## src/rtl/rr_mux_arbiter.sv

```systemverilog
// ============================================================================
// Module      : rr_mux_arbiter
// Description : Round-robin arbiter driving the select/enable of a shared 4:1
//               mux, with each grant bounded to HOLD_MAX consecutive cycles.
// Revision    : 1.0 - initial release
// ============================================================================
`default_nettype none

module rr_mux_arbiter #(
    parameter int HOLD_MAX = 4,
    parameter int CW       = $clog2(HOLD_MAX + 1)
) (
    input  logic       clk,
    input  logic       rst,
    input  logic [3:0] req,
    output logic [3:0] gnt,
    output logic [1:0] sel,
    output logic       en,
    output logic       preempt,
    output logic       busy
);

    localparam logic [0:0]    c_ST_IDLE = 1'b0;
    localparam logic [0:0]    c_ST_OWN  = 1'b1;
    localparam logic [CW-1:0] c_HOLD    = CW'(HOLD_MAX);
    localparam logic [CW-1:0] c_ONE     = CW'(1);

    generate
        if (HOLD_MAX < 1 || HOLD_MAX > 255) begin : g_hold_max_check
            $error("rr_mux_arbiter: HOLD_MAX must be in 1..255");
        end
    endgenerate

    logic [0:0]    r_state;
    logic [3:0]    r_gnt;
    logic [1:0]    r_sel;
    logic          r_en;
    logic          r_preempt;
    logic [1:0]    r_ptr;
    logic [CW-1:0] r_cnt;

    logic [0:0]    w_state;
    logic [3:0]    w_gnt;
    logic [1:0]    w_sel;
    logic          w_en;
    logic          w_preempt;
    logic [1:0]    w_ptr;
    logic [CW-1:0] w_cnt;

    logic [1:0]    w_base;
    logic [1:0]    w_idx;
    logic [1:0]    w_win;
    logic          w_found;
    logic [3:0]    w_win_oh;

    // While owning, the pointer is about to become the owner on any handover,
    // so the search starts just after the owner and visits it last.
    always_comb begin
        w_base  = (r_state == c_ST_OWN) ? r_sel : r_ptr;
        w_idx   = w_base;
        w_win   = w_base;
        w_found = 1'b0;
        for (int k = 1; k <= 4; k++) begin
            w_idx = w_base + 2'(k);
            if (!w_found && req[w_idx]) begin
                w_win   = w_idx;
                w_found = 1'b1;
            end
        end
        w_win_oh = 4'b0001 << w_win;
    end

    always_comb begin
        w_state   = r_state;
        w_gnt     = r_gnt;
        w_sel     = r_sel;
        w_en      = r_en;
        w_preempt = 1'b0;
        w_ptr     = r_ptr;
        w_cnt     = r_cnt;

        case (r_state)
            c_ST_IDLE: begin
                if (w_found) begin
                    w_state = c_ST_OWN;
                    w_gnt   = w_win_oh;
                    w_sel   = w_win;
                    w_en    = 1'b1;
                    w_cnt   = c_ONE;
                end
            end
            default: begin
                if (req[r_sel] && (r_cnt < c_HOLD)) begin
                    w_cnt = r_cnt + c_ONE;
                end else begin
                    // Release or expiry: the owner drops to lowest priority.
                    w_ptr     = r_sel;
                    w_preempt = req[r_sel];
                    if (w_found) begin
                        w_gnt = w_win_oh;
                        w_sel = w_win;
                        w_cnt = c_ONE;
                    end else begin
                        w_state = c_ST_IDLE;
                        w_gnt   = 4'b0000;
                        w_en    = 1'b0;
                        w_cnt   = '0;
                    end
                end
            end
        endcase
    end

    always_ff @(posedge clk) begin
        if (rst) begin
            r_state   <= c_ST_IDLE;
            r_gnt     <= 4'b0000;
            r_sel     <= 2'b00;
            r_en      <= 1'b0;
            r_preempt <= 1'b0;
            r_ptr     <= 2'd3;
            r_cnt     <= '0;
        end else begin
            r_state   <= w_state;
            r_gnt     <= w_gnt;
            r_sel     <= w_sel;
            r_en      <= w_en;
            r_preempt <= w_preempt;
            r_ptr     <= w_ptr;
            r_cnt     <= w_cnt;
        end
    end

    assign gnt     = r_gnt;
    assign sel     = r_sel;
    assign en      = r_en;
    assign preempt = r_preempt;
    assign busy    = r_en;

endmodule

`default_nettype wire

```

## config.mk

```make
export PLATFORM = sky130hd
export DESIGN_NAME = rr_mux_arbiter
export DESIGN_NICKNAME = d
export VERILOG_FILES = /design/src/rtl/rr_mux_arbiter.sv
export SDC_FILE = /design/constraint.sdc
export NUM_CORES = 1
export LEC_CHECK = 0
export CAP_MARGIN = 20
export CORE_MARGIN = 1
export CORE_UTILIZATION = 48
export DETAILED_ROUTE_END_ITERATION = 7
export GPL_TIMING_DRIVEN = 0
export PLACE_DENSITY = 0.83
export SLEW_MARGIN = 0
export SYNTH_ARGS = -nofsm -noshare
export SYNTH_HDL_FRONTEND = slang
export SYNTH_SLANG_ARGS = --single-unit
export TNS_END_PERCENT = 1
```

## constraint.sdc

```tcl
create_clock -name clk -period 1.8 [get_ports clk]
set_input_delay 0.27 -clock clk [delete_from_list [all_inputs] [get_ports clk]]
set_output_delay 0.27 -clock clk [all_outputs]
set_load 0.01 [all_outputs]
```

==> run_results.csv, run 1 <==
group,metric,value,unit
synthesis,synth_area,729,um2
synthesis,yosysWarnings,0,
sta,fin_crit,1.75,ns
power,p_leak,0.386,nW
global_route,grt_max_degree,11,
clock_network,cts_tree,"done",
worst_setup_path,cp_top_family,"multiplexers",
synthesis,synth.net_count,82,
cells_and_area,drive_above_1_share,0.191,
clock_network,postCtsHoldBufs,0,
cells_and_area,antenna_cells,0,
cells_and_area,area_growth,28.5,%
worst_setup_path,reg2reg_setup_slack,0.06,ns
drt,firstDrtPassIters,4,
drt,drt-vias-per-instance,5.89,
worst_setup_path,crit_buf_inv,1,
power,ir_drop,0.581,mV
global_route,grt_usage,0.183,
sta,fin_crit_sh,0.970,
drt,drt-total-wl,1450,um
sta,maxSlewViolCount,0,
floorplanning,row_count,13,
run_status,status,"finished, final reports clean",
placement,dpl-instance-area,888,um2
sta,worstMarginPinSlew,0.454,ns
clock_network,clock_sinks,14,
sta,fmax,573,MHz
clock_network,cts_made_buffers,3,
worst_setup_path,slowest_stage,"mux4_2",
drt,detail-route-antenna-nets,0,
global_route,grt_first_pass_wirelength,2010,um
synthesis,synth.avg_cell_area,9.73,um2
worst_setup_path,crit_path_cell_trace,"clkdlybuf4s50_1, mux4_2, a21oi_4, nor2b_1, a211o_1",
worst_setup_path,crit_arrival,1.92,ns
floorplanning,die_w,41.0,um
placement,gp_congestion,0.740,
drt,first_iter_violations,20,
drt,vias,642,
cells_and_area,final_common_cell,"dfxtp_1",
worst_setup_path,path_class,"input port to flip-flop",
synthesis,synth_edf_count,0,
worst_setup_path,cp-end-kind,"flip-flop",
drt,drc,0,
drt,detail_route.wl_per_cell,13.3,um
clock_network,clk-insertion-delay-late,0.28,ns
floorplanning,start_util,0.540,
synthesis,ys_types,33,
floorplanning,dieArea,0.00168,mm2
synthesis,async_flop_share,0,
synthesis,ys_ff_latch,14,
job,cap_violations,0,
sta,tns,0,ns
placement,dp_hpwl,1030,um
cells_and_area,nets,102,
synthesis,yosys_most_used_dff,"dfxtp_1",
clock_network,cts-root-buf,"clkbuf_4",
synthesis,syn_inst,75,
floorplanning,core,0.00135,mm2
synthesis,synth.yosys.seq_area_share,0.384,
worst_hold_path,hold_class,"flip-flop to flip-flop",
cells_and_area,stdcell_area,937,um2
floorplanning,chipHeight,41.0,um
sta,whs,0.463,ns
worst_setup_path,worst_setup_path_start_kind,"input port",
global_route,grt_overflow,0,
worst_setup_path,critPathRequiredTime,1.97,ns
sta,skew,0.0103,ns
placement,place.port_buffers,14,
sta,setup_viol_count_final,0,
cells_and_area,final_cell_mix,"13 x dfxtp_1, 11 x clkdlybuf4s50_1, 9 x nor2_1, 6 x inv_1, 5 x nand2_1",
worst_setup_path,crit_fanout,5,
floorplanning,io_pins,15,
global_route,grt_pass1_vias,465,
clock_network,h-tree-depth,1,
sta,relSlewSlack,0.695,
sta,hold_viol_final,0,
global_route,antenna_found_initial,0,
worst_setup_path,critPathMaxStageDelay,0.58,ns
clock_network,cts_buffer_depth,2,
clock_network,path_clk_slew,0.09,ns
power,pwr_density_cell,924,mW/mm2
## what timing repair did
item | CTS | global route
setup endpoints to repair | 2 | 2
gates cloned | 0 | 0
resized for setup | 1 | 3
setup buffers | 1 | 0
## logic make-up (layout without fill, tap and decap cells)
| kind of cell | count (synthesis) | count (layout) | synth area share |
|---|---|---|---|
| AO/OA/AOI/OAI | 21 | 21 | 0.245 |
| multiplexers | 7 | 7 | 0.123 |
| AND/OR/NAND/NOR | 23 | 23 | 0.168 |
| buffers and inverters | 9 | 28 | 0.0617 |
| adder cells (fa/ha/maj) | 1 | 1 | 0.0171 |
| flip-flops | 14 | 14 | 0.384 |
## path summary, 6_finish.rpt
check               start       end  cells past startpoint
setup / recovery   req[1]  r_ptr[0]                      5
hold / removal     gnt[1]    gnt[1]                      2
setup reg to reg  r_state    gnt[0]                      5
hold reg to reg    gnt[1]    gnt[1]                      2
## stage by stage
stage,std cells,setup WS [ns],power [mW],util
floorplan,75,0.117,0.541,-
global placement,104,-0.280,0.628,0.658
detailed placement,104,-0.321,0.634,0.658
CTS,109,0.0252,0.862,0.690
global route,109,-0.000872,0.912,0.694
finish,109,0.0537,0.866,0.694
## where the power goes
part           leakage, nW  switching [mW]  total (mW)  internal, mW
Sequential           0.116          0.0262       0.370         0.344
Clock               0.0210           0.105       0.228         0.123
Combinational        0.249           0.127       0.267         0.140
## Yosys cell counts (2+ instances only)
| cell | number | area, um2 |
|---|---|---|
| a211oi_1 | 3 | 22.5 |
| o32ai_1 | 2 | 17.5 |
| mux2i_1 | 3 | 30.0 |
| nor3_1 | 2 | 10.0 |
| nand2_1 | 5 | 18.8 |
| nor2_1 | 9 | 33.8 |
| a211o_1 | 2 | 17.5 |
| a32o_2 | 2 | 22.5 |
| a21oi_1 | 4 | 20.0 |
| dfxtp_1 | 14 | 280 |
| nor2b_1 | 2 | 12.5 |
| inv_1 | 6 | 22.5 |
## metal layers
| layer | global-route usage | wire, um |
|---|---|---|
| met1 | 0.248 | 638 |
| met2 | 0.281 | 705 |
| met3 | 0.0326 | 75 |
| met4 | 0.0750 | 26 |
| met5 | 0 | 0 |
## worst register-to-register path, cell delays in order (launching register included)
cell and delay, ns:
dfxtp_1 0.34, buf_6 0.14, mux2_4 0.34, a32o_1 0.28, a211oi_2 0.35, a32o_2 0.24
## layout make-up
class | instances | area, um2
buffer | 3 | 22.5
fill | 108 | 413
tap | 15 | 18.8
sequential | 14 | 282
multi-input combinational | 52 | 404
inverter | 6 | 22.5
clock buffer | 4 | 36.3
timing repair buffer | 15 | 151
## registers in the layout, summed over array words and instances (netlist names)
signal / cells
busy: 1
r_state: 1
preempt: 1
r_ptr: 2
gnt: 4
sel: 2
r_cnt: 3
(Power assumes the default switching activity.)
==> inputs of run 2 (changes only) <==
CORE_MARGIN = default   (was 1)
==> results of run 2 <==
Final layout, timing and power as in run 1 (identical DEF).
==> inputs of run 3 (changes only) <==
clock period = 2 ns   (was 1.8 ns; I/O delays follow)
==> run 3 against run 2 <==
Worst hold slack got worse by 0.0013 ns. Combinational power fell by 13%. Final cell count is 0.92% lower. Worst setup slack better by 0.093 ns. Clock-buffer cell count is the same. Sequential power decreased by 10%. Non-clock buffer count decreased by 1. Sequential share of layout area rose by 0.27 points. Wire length is 4.5% lower. Via count decreased by 3.9%. Final area is 1.3% lower. Critical endpoint unchanged. Largest cell class unchanged.
==> run_results.csv, run 3 (synthesized netlist as in run 1, its figures left out) <==
group,metric,value,unit
sta,relSlewSlack,0.694,
power,power_frac_comb,0.303,
global_route,met2_usage,0.266,
cells_and_area,nets,101,
worst_hold_path,hold_class,"flip-flop to flip-flop",
clock_network,clk-insertion-delay-late,0.28,ns
drt,vias,617,
floorplanning,core,0.00135,mm2
power,p_sw,227,uW
clock_network,cts-resized-gates,0,
worst_setup_path,cp-end-kind,"flip-flop",
cells_and_area,drive_above_1_share,0.172,
clock_network,cts_buffer_depth,2,
worst_setup_path,critPathMaxStageDelay,0.63,ns
power,p_int,541,uW
worst_setup_path,worst_setup_path_start_kind,"input port",
sta,skew,0.00718,ns
sta,fin_crit,1.85,ns
global_route,grt_usage,0.178,
floorplanning,row_count,13,
drt,drt-total-wl,1380,um
power,p_leak,0.361,nW
sta,tns,0,ns
clock_network,postCtsHoldBufs,0,
worst_setup_path,slowest_stage,"mux4_2",
power,total_power,768,uW
sta,setup_ws,0.147,ns
global_route,gr-usage-met1,0.248,
drt,detail-route-antenna-nets,0,
job,cap_violations,0,
placement,place_inst,104,
clock_network,cts_made_buffers,3,
global_route,grt_first_pass_wirelength,1960,um
sta,whs,0.462,ns
cells_and_area,final_cells,108,
cells_and_area,largest_register_ffs,4,
cells_and_area,multiInputGateArea,404,um2
power,p_clk_frac,0.264,
drt,first_iter_violations,11,
floorplanning,chipHeight,41.0,um
clock_network,h-tree-depth,1,
cells_and_area,final_cell_mix,"14 x dfxtp_1, 14 x clkdlybuf4s50_1, 9 x nor2_1, 6 x inv_1, 5 x nand2_1",
clock_network,cts_tree,"done",
power,pwr_density_cell,831,mW/mm2
sta,maxSlewViolCount,0,
global_route,grt_pass1_vias,456,
global_route,antenna_found_initial,0,
sta,hold_viol_final,0,
run_status,status,"finished, final reports clean",
floorplanning,die_w,41.0,um
cells_and_area,area_growth,26.8,%
floorplanning,io_pins,15,
power,ir_drop,0.524,mV
global_route,grt_most_used_layer,"met2",
placement,place.port_buffers,14,
drt,drt-vias-per-instance,5.71,
global_route,grt_use_met3,0.0326,
worst_setup_path,path_class,"input port to flip-flop",
clock_network,cts-root-buf,"clkbuf_4",
sta,fmax,540,MHz
clock_network,path_clk_slew,0.09,ns
drt,firstDrtPassIters,4,
sta,rsz0062_at_grt,"no",
worst_setup_path,critPathRequiredTime,2.17,ns
global_route,grt_max_degree,11,
placement,gp_congestion,0.740,
clock_network,clock_sinks,14,
cells_and_area,register_area,280,um2
cells_and_area,antenna_cells,0,
worst_setup_path,crit_fanout,6,
worst_setup_path,crit_arrival,2.02,ns
cells_and_area,fill_cells,107,
power,swShare,0.295,
sta,setup_viol_count_final,0,
sta,worstMarginPinSlew,0.456,ns
floorplanning,start_util,0.540,
placement,place_ws,-0.151,ns
drt,drc,0,
sta,fin_crit_sh,0.927,
global_route,grt_overflow,0,
power,p_seq_frac,0.433,
worst_setup_path,crit_path_cell_trace,"clkdlybuf4s50_1, mux4_2, a21oi_4, nor2b_1, a211o_1",
floorplanning,dieArea,0.00168,mm2
clock_network,cts.repair_timing.setup_buffer_count,0,
drt,detail_route.wl_per_cell,12.8,um
placement,dp_hpwl,1030,um
## run 3: final cells by class
type,instances,share of cell area
timing repair buffer,14,0.152
inverter,6,0.0244
clock buffer,4,0.0392
sequential,14,0.303
multi-input combinational,52,0.437
buffer,3,0.0244
tap,15,0.0203
## run 3: power groups by stage
stage,Clock [mW],Combinational [mW],Sequential [mW]
after CTS,0.203,0.233,0.333
after detailed placement,0,0.232,0.339
after global placement,0,0.228,0.338
after global routing,0.221,0.253,0.337
after floorplan,0,0.142,0.344
final,0.203,0.233,0.332
## run 3: stage by stage
stage	util	instance area, um2
6_report	0.685	925
5_1_grt	0.685	925
4_1_cts	0.685	925
3_5_place_dp	0.658	888
3_3_place_gp	0.658	888
2_1_floorplan	-	729
## run 3: routing by layer
metal / vias to the layer above / routed length, um
li1: 314 / -
met3: 5 / 49
met1: 279 / 660
met2: 19 / 642
met5: - / 0
met4: 0 / 28
## run 3: final timing paths
check / depth (start not counted) / slack [ns] / end / from
worst max register to register: 4 / 0.23 / r_ptr[0] / sel[0]
worst min register to register: 2 / 0.46 / gnt[1] / gnt[1]
worst max-delay path: 5 / 0.15 / r_ptr[0] / req[3]
worst min-delay path: 2 / 0.46 / gnt[1] / gnt[1]
## run 3: critical path: cells and delay by family
kind / cells / cell delay (ns)
buf+inv: 1 / 0.53
simple gates: 1 / 0.07
mux: 1 / 0.63
compound gates: 2 / 0.50
